## src/rtl/uart_tx_periph_pkg.sv

```systemverilog
// uart_tx_periph shared definitions
// bus addresses, status bits, fsm encodings
package uart_tx_periph_pkg;

  localparam logic [9:0] TX_ADDR   = 10'h54;
  localparam logic [9:0] STAT_ADDR = 10'h58;

  localparam int ST_BUSY = 0;
  localparam int ST_FULL = 1;
  localparam int ST_OVF  = 2;

  localparam logic [1:0] S_IDLE  = 2'd0;
  localparam logic [1:0] S_START = 2'd1;
  localparam logic [1:0] S_DATA  = 2'd2;
  localparam logic [1:0] S_STOP  = 2'd3;

  function automatic logic [7:0] stat_word(
    input logic ovf,
    input logic full,
    input logic busy
  );
    logic [7:0] w;
    w          = 8'h00;
    w[ST_OVF]  = ovf;
    w[ST_FULL] = full;
    w[ST_BUSY] = busy;
    return w;
  endfunction

endpackage

```

## src/rtl/uart_tx_periph_fifo.sv

```systemverilog
// uart_tx_fifo: byte queue feeding the serialiser
// head is visible on dout whenever not empty
module uart_tx_fifo #(
  parameter int DEPTH = 8,
  parameter int AW    = $clog2(DEPTH)
) (
  input  logic        clk,
  input  logic        rst_n,
  input  logic        push,
  input  logic        pop,
  input  logic [7:0]  din,
  output logic [7:0]  dout,
  output logic        full,
  output logic        empty,
  output logic [AW:0] count
);

  logic [7:0]    mem [DEPTH];
  logic [AW-1:0] wr_ptr;
  logic [AW-1:0] rd_ptr;
  logic          push_ok;
  logic          pop_ok;

  assign full    = (count == (AW+1)'(DEPTH));
  assign empty   = (count == '0);
  assign push_ok = push && !full;
  assign pop_ok  = pop && !empty;
  assign dout    = mem[rd_ptr];

  // storage array, no reset needed
  always_ff @(posedge clk) begin
    if (push_ok) mem[wr_ptr] <= din;
  end

  // pointers wrap naturally at power-of-two depth
  always_ff @(posedge clk or negedge rst_n) begin
    if (!rst_n) begin
      wr_ptr <= '0;
      rd_ptr <= '0;
      count  <= '0;
    end else begin
      if (push_ok) wr_ptr <= wr_ptr + 1'b1;
      if (pop_ok)  rd_ptr <= rd_ptr + 1'b1;
      case ({push_ok, pop_ok})
        2'b10:   count <= count + 1'b1;
        2'b01:   count <= count - 1'b1;
        default: count <= count;
      endcase
    end
  end

endmodule

```

## src/rtl/uart_tx_periph.sv

```systemverilog
// uart_tx_periph: memory-mapped 8N1 transmitter
// fifo-buffered, status readable at STAT_ADDR
module uart_tx_periph
  import uart_tx_periph_pkg::*;
#(
  parameter int CLKS_PER_BIT = 434,
  parameter int FIFO_DEPTH   = 8
) (
  input  logic       clk,
  input  logic       rst_n,
  input  logic [9:0] address,
  input  logic [7:0] data,
  input  logic       write,
  output logic       tx,
  output logic [7:0] data_out,
  output logic       busy
);

  localparam int AW = $clog2(FIFO_DEPTH);
  localparam int BW = (CLKS_PER_BIT > 2) ? $clog2(CLKS_PER_BIT) : 1;
  localparam logic [BW-1:0] BAUD_MAX = BW'(CLKS_PER_BIT - 1);

  logic [1:0]    state;
  logic [BW-1:0] baud;
  logic [2:0]    bit_idx;
  logic [7:0]    shift;
  logic          overflow;
  logic          baud_end;
  logic          push;
  logic          pop;
  logic [7:0]    head;
  logic          full;
  logic          empty;
  logic [AW:0]   count;

  assign baud_end = (baud == BAUD_MAX);
  assign push     = write && (address == TX_ADDR) && !full;
  assign pop      = !empty &&
                    ((state == S_IDLE) ||
                     (state == S_STOP && baud_end));

  uart_tx_fifo #(
    .DEPTH (FIFO_DEPTH)
  ) u_fifo (
    .clk   (clk),
    .rst_n (rst_n),
    .push  (push),
    .pop   (pop),
    .din   (data),
    .dout  (head),
    .full  (full),
    .empty (empty),
    .count (count)
  );

  // frame sequencer: start, 8 data bits lsb first, stop
  always_ff @(posedge clk or negedge rst_n) begin
    if (!rst_n) begin
      state   <= S_IDLE;
      baud    <= '0;
      bit_idx <= '0;
      shift   <= '0;
      tx      <= 1'b1;
    end else begin
      case (state)
        S_IDLE: begin
          baud <= '0;
          if (!empty) begin
            shift <= head;
            state <= S_START;
            tx    <= 1'b0;
          end
        end
        S_START: begin
          if (baud_end) begin
            baud    <= '0;
            bit_idx <= '0;
            state   <= S_DATA;
            tx      <= shift[0];
          end else begin
            baud <= baud + 1'b1;
          end
        end
        S_DATA: begin
          if (baud_end) begin
            baud <= '0;
            if (bit_idx == 3'd7) begin
              state <= S_STOP;
              tx    <= 1'b1;
            end else begin
              bit_idx <= bit_idx + 1'b1;
              shift   <= {1'b0, shift[7:1]};
              tx      <= shift[1];
            end
          end else begin
            baud <= baud + 1'b1;
          end
        end
        S_STOP: begin
          if (baud_end) begin
            baud <= '0;
            if (!empty) begin
              shift <= head;
              state <= S_START;
              tx    <= 1'b0;
            end else begin
              state <= S_IDLE;
            end
          end else begin
            baud <= baud + 1'b1;
          end
        end
        default: begin
          state <= S_IDLE;
          baud  <= '0;
          tx    <= 1'b1;
        end
      endcase
    end
  end

  // sticky overflow: set on dropped push, cleared by status write
  always_ff @(posedge clk or negedge rst_n) begin
    if (!rst_n) begin
      overflow <= 1'b0;
    end else if (write && address == TX_ADDR && full) begin
      overflow <= 1'b1;
    end else if (write && address == STAT_ADDR) begin
      overflow <= 1'b0;
    end
  end

  // registered busy and status read port
  always_ff @(posedge clk or negedge rst_n) begin
    if (!rst_n) begin
      busy     <= 1'b0;
      data_out <= 8'h00;
    end else begin
      busy     <= (state != S_IDLE) || (count != '0);
      data_out <= (address == STAT_ADDR) ?
                  stat_word(overflow, full, busy) : 8'h00;
    end
  end

endmodule
```

## config.mk

```make
export PLATFORM = sky130hd
export DESIGN_NAME = uart_tx_periph
export DESIGN_NICKNAME = d
export VERILOG_FILES = /design/src/rtl/uart_tx_periph_pkg.sv /design/src/rtl/uart_tx_periph_fifo.sv /design/src/rtl/uart_tx_periph.sv
export SDC_FILE = /design/constraint.sdc
export NUM_CORES = 1
export LEC_CHECK = 0
export ABC_AREA = 1
export CAP_MARGIN = 20
export CORE_AREA = 8 8 118 120
export DETAILED_ROUTE_END_ITERATION = 16
export DIE_AREA = 0 0 126 128
export DONT_BUFFER_PORTS = 1
export GPL_ROUTABILITY_DRIVEN = 0
export GPL_TIMING_DRIVEN = 0
export SLEW_MARGIN = 20
export SYNTH_ARGS = -nofsm -noshare
export SYNTH_HDL_FRONTEND = slang
export SYNTH_SLANG_ARGS = --single-unit
```

## constraint.sdc

```tcl
create_clock -name clk -period 5.5 [get_ports clk]
set_clock_uncertainty 0.1 [all_clocks]
set_input_delay 1.375 -clock clk [delete_from_list [all_inputs] [get_ports clk]]
set_output_delay 1.375 -clock clk [all_outputs]
set_load 0.005 [all_outputs]
```

=== After elaboration in Yosys (flattened, before gate mapping) ===
Memory sizes are Yosys's and may differ from the RTL's.
Cells that the tools add are included.
Widths: inputs -> output; s select.

* Bits in registers: 38
* Bits of input ports: 21
* Output and inout port bits: 10
* Memories kept: 1
* Logic and storage cells: 89
* Bits in writable memories: 64

{| class="wikitable"
|+ Memory list
! name !! depth !! bits a word !! read ports !! clocked after memory_dff !! write ports !! line !! RTL
|-
| u_fifo.mem || 8 || 8 || 1 || 0 || 1 || uart_tx_periph_fifo.sv:18 || <nowiki>logic [7:0] mem [DEPTH];</nowiki>
|}

* Add/sub/neg operators: 6
* Multiplexer cells: 30
* Equal/unequal tests: 16
* Reduce and logical (&&, ||, !) cells: 25

{| class="wikitable"
|+ Operators by type and width
! operator !! number
|-
| $mux 8 || 4
|-
| $pmux 8 s3 || 1
|-
| $eq 10x7->1 const B || 2
|-
| $pmux 9 s2 || 1
|-
| $mux 3 || 4
|-
| $ne 2x2->1 const B || 6
|-
| $mux 1 || 10
|-
| $mux 2 || 5
|-
| $add 3x1->3 const B || 3
|-
| $add 9x1->9 const B || 1
|-
| $eq 9x9->1 const B || 1
|-
| $mux 9 || 1
|-
| $logic_and 1x1->1 || 8
|-
| $pmux 2 s4 || 1
|-
| $pmux 4 s2 || 1
|-
| $reduce_and 4->1 || 2
|-
| $reduce_bool 2->1 || 4
|-
| $eq 2x2->1 const B || 3
|-
| $pmux 3 s2 || 1
|-
| $reduce_and 5->1 || 1
|-
| $add 4x1->4 const B || 1
|-
| $eq 2x1->1 const B || 2
|-
| $eq 4x4->1 const B || 1
|-
| $logic_not 4->1 || 1
|-
| 10 further kinds || 12
|}

=== Depth between registers and ports, before layout ===
Gate-level depths: netlist of the first run.

* Depth in word-level cells: 7
* Depth in mapped cells: 15
* Mapped depth without buffers: 15

=== Cells and area by module ===
From an unflattened synthesis of the first run, not the netlist that was laid out.

* Cells, all modules: 574
* Area total of the unflattened synthesis: 5044.8 um^2

{| class="wikitable"
|+ By module, submodules not included
! module !! area an instance (um^2) !! times used !! cells an instance !! sequential area each (um^2)
|-
| uart_tx_fifo || 3399.5 || 1 || 357 || 2172.1
|-
| uart_tx_periph || 1645.3 || 1 || 217 || 701.9
|}

=== Worst setup path before layout of the first run ===
OpenSTA, ideal clock, no wires.

* Path kind: input-to-reg
* From: in address[5]
* To: mem u_fifo.mem[1][0] (enable)
* Buffers on the path: 0
* Arrival: 2632 ps
* Stages on the path: 5
* Slack: 2385 ps
* Cell sequence: nor3_2 -> nand3_1 -> inv_1 -> nand2_1 -> nor3_1

* Word-level cells in the longest chain between the ends: 6

{| class="wikitable"
|+ Ends and longest elaborated chain
! item !! line !! RTL
|-
| from (decl) || uart_tx_periph.sv:11 || <nowiki>input logic [9:0] address,</nowiki>
|-
| $eq 10x7->1 || uart_tx_periph.sv:37 || <nowiki>assign push = write && (address == TX_ADDR) && !full;</nowiki>
|-
| $logic_and 1x1->1 (2 in series) || uart_tx_periph.sv:37 ||
|-
| $logic_and 1x1->1 || uart_tx_periph_fifo.sv:26 || <nowiki>assign push_ok = push && !full;</nowiki>
|-
| $mux 1 || uart_tx_periph_fifo.sv:32 || <nowiki>if (push_ok) mem[wr_ptr] <= din;</nowiki>
|-
| $mux 1 (implied by the code) || uart_tx_periph_fifo.sv:32 ||
|-
| to (decl) || uart_tx_periph_fifo.sv:18 ||
|}

Every way passes these cells.

=== Final worst setup path of the first run ===
* From: in address[5]
* To: mem u_fifo.mem[0][3] (enable)

The elaborated chain is that of the path after synthesis.

==> metrics, run 1 <==
number of synthesis warnings 0; io pins 31; number of nets in the layout 530; maximum resistive drop on vdd around 0.28 mV; cell family with the largest share of critical-path delay simple AND/OR/NAND/NOR gates; minimum period implied by the final worst setup slack a little over 3 ns; EDFF count, synth 64; type of element capturing the critical path register; commonest cells in the netlist 138 x nand2_1, 64 x edfxtp_1, 64 x nand3_1; RSZ-0062 raised after global routing no; top-count cell post-synth nand2_1; area fraction in and, or, nand and nor cells after synthesis 24.9%; final global-route overflow total 0; clock latency on the worst-skew pair 0.35 ns; outcome finished clean; ratio of total power to cell area about 470 mW/mm^2; First-pass DRT Iterations 5; Worst Hold End tx; DR DRC count 0; depth of the worst register-to-register path 12; setup fix buffers added after clock tree synthesis 0; number of distinct standard cells referenced by the synthesized netlist 37; launch point of the worst hold path tx; count of buffers inserted at the top-level ports 0; final worst path period share a little under three fifths; slew margin rel. 43.6%; die extent in y 128 um; Worst Max-Slew Pin Slew roughly 0.84 ns; portion of netlist area occupied by mux cells 0%; CTS Buffer Depth 2; CP max stage cell nor3_2; total negative setup slack 0 ns; post-synthesis area per instance roughly 9.9 sq um; Critical Path Start Type primary input; number of maximum-capacitance constraint violations 0; worst hold path cell count 2; final hold slack approximately 0.37 ns; dominant combinational cell family by area after synthesis simple AND/OR/NAND/NOR gates; ant diodes 0; post-place setup slack 2.03 ns; number of CTS-inserted buffers 9; Num Clock Sinks 102; share of Yosys cell area claimed by the top area cell type 40.6%; overall track demand over capacity in global routing between 10% and 20%; synthesized netlist cell count between 400 and 500; initial standard-cell utilization of the core 38.8%; arrival time worst endpoint 2.91 ns; area of the die ~0.016 sq mm; antenna viol nets, final 0; final hold violation count 0; layout-stage area growth over the synthesis result 11.2%; count of buffering cells on the critical path with inverters included 1; post-detailed-placement cell area 0.00499 sq mm; total wire length after detailed routing roughly 9 mm; share of final-layout standard cells stronger than drive strength 1 11.4%; leakage power 2.29 nW; clock transition at the registers of the reported paths ~0.070 ns; via count of the first global-routing pass 3,128; wire length per cell after detailed routing 14.1 um; quantity of gates resized following cts 0; cell breakdown of the critical path nor3_2 -> nand3_1 -> inv_1 -> nand2_1 -> nor3_2; post-synthesis async set-or-reset flop share a little under two fifths; predominant post-synthesis flop cell edfxtp_1; total via count after detailed routing 3,118; TritonCTS clock tree done; largest stage delay on the critical path 0.68 ns; complex-gate fraction of the synthesized area 3.04%; fraction of the yosys area taken by sequential cells 60.7%; Mapped Area between 0.004 and 0.005 sq mm; slack of the worst reg-to-reg path 3.04 ns; final slew viol count 0; highest net fanout along the worst path 8; critical path class in2reg; library cell occupying the most area in the post-synthesis netlist edfxtp_1; flip-flop and latch count after synthesis 102; final-report setup violation count 0; wire length of the first global-routing pass 15.4 mm; number of buffers inserted for hold repair after clock tree synthesis 0; Worst Slack Setup Final 2.47 ns; synthesized-area fraction occupied by adder cells 3.96%; post-route standard cell area excluding fillers 0.00527 sq mm; Root Buffer clkbuf_16; initial drt markers 242; Placeable Area 0.0122 sq mm; Chip Width 126 um; Vias per Instance 4.80; site row count 41; most repeated library cell on the critical path nor3_2; maximum clock rate 330 MHz; critical register-to-register path startpoint state[0]; top post-synthesis cells by area edfxtp_1 41%, dfrtp_1 20%, nand2_1 11%; pin count of the biggest net entering global routing 39; capture point of the worst reg-to-reg path u_fifo.count[2]; final total power 2.46 mW; XOR/XNOR Fraction of Synth Area 1.48%; placed wire-length estimate after detailed placement 6.37 mm; antenna violations before repair 0; class of the most critical hold timing path reg2reg; CTS HTree Levels 3; data required time of the critical path 5.38 ns
==> sequential cells by signal, summed over array words and instances, names as in the netlist <==
signal and flops:
baud 9, bit_idx 3, busy 1, data_out 3
overflow 1, shift 8, state 2, tx 1
u_fifo.count 4, u_fifo.mem 64, u_fifo.rd_ptr 3, u_fifo.wr_ptr 3
==> layout by cell type (no fill, tap or decap), types with 3 or more instances in the layout <==
master      synthesis  routed
conb_1              1       5
clkbuf_16           0       9
inv_1              40      40
dfrtp_1            37      37
clkinvlp_4          0       3
clkbuf_1            5       7
nor2_2              5       5
nor3_2              1       9
nor2_1             28      28
nor3b_1             3       3
edfxtp_1           64      64
ha_1               15      15
inv_2               3       3
buf_4               6       7
nand2_4             3       3
xor2_1              6       6
nand2_1           138     138
buf_2               6       6
o21ai_0            15      15
nor3_1             12       4
nand3_1            64      64
a21oi_1             5       5
==> worst min-delay path: cells and delay by family, from the launching register on <==
| kind | cells | cell delay, ns |
|---|---|---|
| flops | 1 | 0.38 |
| simple gates | 2 | 0.10 |
==> how the worst max path moves through the flow <==
stage                from               end  slack [ns]  cells after the start
2_1_floorplan  address[5]  u_fifo.mem[1][0]        2.38                      5
3_3_place_gp   address[5]  u_fifo.mem[5][3]        1.61                      5
3_5_place_dp   address[5]  u_fifo.mem[0][3]        2.03                      5
4_1_cts        address[5]  u_fifo.mem[0][1]        2.41                      5
5_1_grt        address[5]  u_fifo.mem[0][3]        2.28                      5
6_report       address[5]  u_fifo.mem[0][3]        2.47                      5
==> per-stage QoR <==
| stage | std cells | utilization [%] |
|---|---|---|
| 6_report | 649 | 43.1 |
| 5_1_grt | 649 | 43.1 |
| 4_1_cts | 649 | 43.1 |
| 3_5_place_dp | 633 | 40.8 |
| 3_3_place_gp | 632 | 40.4 |
| 2_1_floorplan | 482 | - |
==> layout make-up <==
cell class | instances | area, sq um
fill | 1164 | 6940
sequential | 102 | 2870
multi-input combinational | 316 | 1640
clock buffer | 11 | 233
tap | 150 | 188
inverter | 45 | 169
buffer | 19 | 110
clock inverter | 5 | 47.5
timing repair buffer | 1 | 7.51
==> report_power, final <==
part | leakage [nW] | switching [mW] | internal, mW
Clock | 0.125 | 0.278 | 0.311
Combinational | 1.11 | 0.589 | 0.318
Sequential | 1.05 | 0.0620 | 0.901
Total | 2.29 | 0.929 | 1.53
==> layer usage <==
| metal | wire (um) | part of all wire (%) | global-route usage, % |
|---|---|---|---|
| met1 | 4110 | 45 | 14.8 |
| met2 | 4490 | 49 | 20.4 |
| met3 | 438 | 4.8 | 3.70 |
| met4 | 130 | 1.4 | 5.59 |
| met5 | 0 | 0 | 0 |
==> logic make-up (layout without fill, tap and decap cells) <==
| logic type | Yosys count | in the layout |
|---|---|---|
| AND/OR/NAND/NOR | 263 | 263 |
| flip-flops | 102 | 102 |
| buffers and inverters | 64 | 81 |
| AO/OA/AOI/OAI | 25 | 25 |
| adder cells (fa/ha/maj) | 15 | 15 |
| XOR/XNOR | 8 | 8 |
| other | 1 | 5 |
(Power assumes the default switching activity.)
==> run 2: changes to the inputs <==
==> constraint.sdc (replaced) <==
create_clock -name clk -period 2.4 [get_ports clk]
set_clock_uncertainty 0.1 [all_clocks]
set_input_delay 0.6 -clock clk [delete_from_list [all_inputs] [get_ports clk]]
set_output_delay 0.6 -clock clk [all_outputs]
set_load 0.005 [all_outputs]
==> run 2 against run 1 <==
Clock power up 130%. Global-route usage up 0.10 points. Setup slack worse by 2.3 ns. Cell count up 2.3%. Critical path depth up 7. Combinational power up 140%. Hold slack worse by 0.13 ns. Via count up 2.4%. Critical path type is now reg2reg. Largest cell class unchanged.
==> metrics, run 2 (synthesis results as in run 1) <==
ratio of total power to cell area 1040 mW/mm^2 (was 467 mW/mm^2); wire length per cell after detailed routing 14.2 um (was 14.1 um); via count of the first global-routing pass 3,165 (was 3,128); number of maximum-capacitance constraint violations 0 (unchanged); final slew viol count 0 (unchanged); count of buffers inserted at the top-level ports 0 (unchanged); maximum clock rate 444 MHz; pin count of the biggest net entering global routing 39 (unchanged); clock latency on the worst-skew pair 0.35 ns (about the same); DR DRC count 0 (unchanged); io pins 31 (unchanged); slew margin rel. 63.7% (was 43.6%); final-report setup violation count 0 (unchanged); fraction of power consumed by sequential logic 38.4% (was 39.2%); final worst path period share between 90% and 100%; area of the die 0.0161 sq mm (unchanged); net switching power 2.19 mW (was 929 uW); initial drt markers 286 (was 242); outcome finished clean (unchanged); data required time of the critical path 2.53 ns (was 5.38 ns); class of the most critical hold timing path in2reg (was reg2reg); Post-Route Utilization 45.6% (was 43.1%); share of final-layout standard cells stronger than drive strength 1 15.4% (was 11.4%); Largest Register u_fifo.mem (unchanged); switching portion of total power 37.9% (was 37.8%); worst hold path cell count 0 (was 2); final global-route overflow total 0 (unchanged); maximum resistive drop on vdd 0.652 mV (was 0.284 mV); total wire length after detailed routing 9.43 mm (was 9.17 mm); Vias per Instance 4.81 (was 4.80); CTS HTree Levels 3 (unchanged); Worst Max-Slew Pin Slew 0.545 ns (was 0.841 ns); minimum period implied by the final worst setup slack between 2 and 2.5 ns; type of element capturing the critical path register (unchanged); Critical Path Start Type register (was primary input); die extent in y 128 um (unchanged); site row count 41 (unchanged); final hold violation count 0 (unchanged); most frequent cells in the layout 138 x nand2_1, 64 x nand3_1, 64 x edfxtp_1 (unchanged); slack of the worst reg-to-reg path 0.15 ns (was 3.04 ns); critical path class reg2reg (was in2reg); overall track demand over capacity in global routing 12.5% (was 12.4%); clock transition at the registers of the reported paths 0.07 ns (about the same); number of nets in the layout 545 (was 530); arrival time worst endpoint 2.39 ns (was 2.91 ns); antenna viol nets, final 0 (unchanged); initial standard-cell utilization of the core 38.8% (unchanged); layout-stage area growth over the synthesis result 17.5% (was 11.2%); Internal Power 3.58 mW (was 1.53 mW); capture point of the worst reg-to-reg path u_fifo.count[2] (unchanged); Comb power frac 38.2% (was 36.9%); Worst Hold End u_fifo.mem[1][6] (was tx); Placeable Area 0.0122 sq mm (unchanged); ant diodes 0 (unchanged); wire length of the first global-routing pass 15.6 mm (was 15.4 mm); depth of the worst register-to-register path 12 (unchanged); leakage power 2.40 nW (was 2.29 nW); CTS Buffer Depth 2 (unchanged); fill count 1,136 (was 1,164); antenna violations before repair 0 (unchanged); TritonCTS clock tree done (unchanged); number of CTS-inserted buffers 9 (unchanged); total via count after detailed routing 3,193 (was 3,118); First-pass DRT Iterations 4 (was 5); biggest regs u_fifo.mem: 64 flops, baud: 9 flops, shift: 8 flops (unchanged); leading cell type in the layout, fill and taps excluded nand2_1 (unchanged); placed wire-length estimate after detailed placement 6.37 mm (unchanged); Clk network pwr share 23.5% (was 24.0%); highest net fanout along the worst path 4 (was 8); Num Clock Sinks 102 (unchanged); flip-flop count of the largest register, all copies and words added 64 (unchanged); Chip Width 126 um (unchanged); total negative setup slack 0 ns (unchanged); Root Buffer clkbuf_16 (unchanged); critical register-to-register path startpoint state[1] (was state[0]); launch point of the worst hold path data[6] (was tx)
==> run 2: changes by cell type in the layout (fill, tap and decap cells not counted), moves of 2 or more <==
cell	before	now
buf_12	0	8
inv_1	40	37
ha_2	0	2
ha_1	15	12
inv_2	3	6
nor3_4	0	8
nor3_2	9	1
buf_4	7	13
==> run 2: area by class of cell <==
type	count	area [sq um]	share of cell area (%)
buffer	19	110	1.98
clock buffer	11	233	4.18
clock inverter	5	47.5	0.854
inverter	45	169	3.04
multi-input combinational	316	1720	30.9
sequential	102	2880	51.7
tap	150	188	3.37
timing repair buffer	16	223	4.00
==> run 2: worst max-delay path: stages, from the launching register on <==
cell and delay, ns:
dfrtp_1 0.42, buf_4 0.15, ha_1 0.18, inv_1 0.10, nand2_1 0.10, nand3_4 0.12, inv_2 0.07, ha_4 0.18
xor2_2 0.15, ha_1 0.18, a21oi_1 0.15, xor2_1 0.15, o21ai_0 0.08
==> run 2: routing by layer <==
layer	GRT usage, %	wire, um	up-vias
met5	0	0	-
met4	5.59	119	0
met3	3.66	527	8
met2	20.7	4700	52
met1	14.9	4090	1500
li1	-	-	1633
==> run 2: worst max-delay path by stage <==
stage / cells past startpoint / slack (ns) / from / to
2_1_floorplan: 5 / 0.06 / address[5] / u_fifo.mem[1][0]
3_3_place_gp: 5 / -0.71 / address[5] / u_fifo.mem[5][3]
3_5_place_dp: 5 / -0.29 / address[5] / u_fifo.mem[0][3]
4_1_cts: 6 / -0.04 / u_fifo.count[1] / u_fifo.mem[4][7]
5_1_grt: 7 / -0.04 / u_fifo.count[1] / u_fifo.mem[1][1]
6_report: 12 / 0.15 / state[1] / u_fifo.count[2]
==> run 2: what timing repair did <==
action,in CTS,in global routing
pin swaps,1,7
setup buffers,2,11
gates resized for setup,5,13
hold buffers,2,0
endpoints found under the setup margin,10,66
hold endpoints to repair,38,0
==> run 2: metrics by stage <==
step                      instance area (sq um)  hold slack, ns  setup slack, ns  total power [mW]  std cells
after detailed placement                   4990           0.206           -0.292              4.33        633
after floorplan                            4750           0.204           0.0596              3.83        482
final                                      5570           0.240            0.146              5.77        664
after global placement                     4940           0.206           -0.710              4.26        632
after CTS                                  5340           0.226          -0.0407              5.76        653
after global routing                       5570           0.220          -0.0397              6.23        664
==> run 2: power groups by stage <==
| stage | Sequential (mW) | Clock (mW) | Combinational [mW] |
|---|---|---|---|
| finish | 2.21 | 1.35 | 2.20 |
| detailed placement | 2.24 | 0 | 2.09 |
| global route | 2.24 | 1.45 | 2.54 |
| global placement | 2.23 | 0 | 2.03 |
| CTS | 2.21 | 1.39 | 2.15 |
| floorplan | 2.21 | 0 | 1.63 |
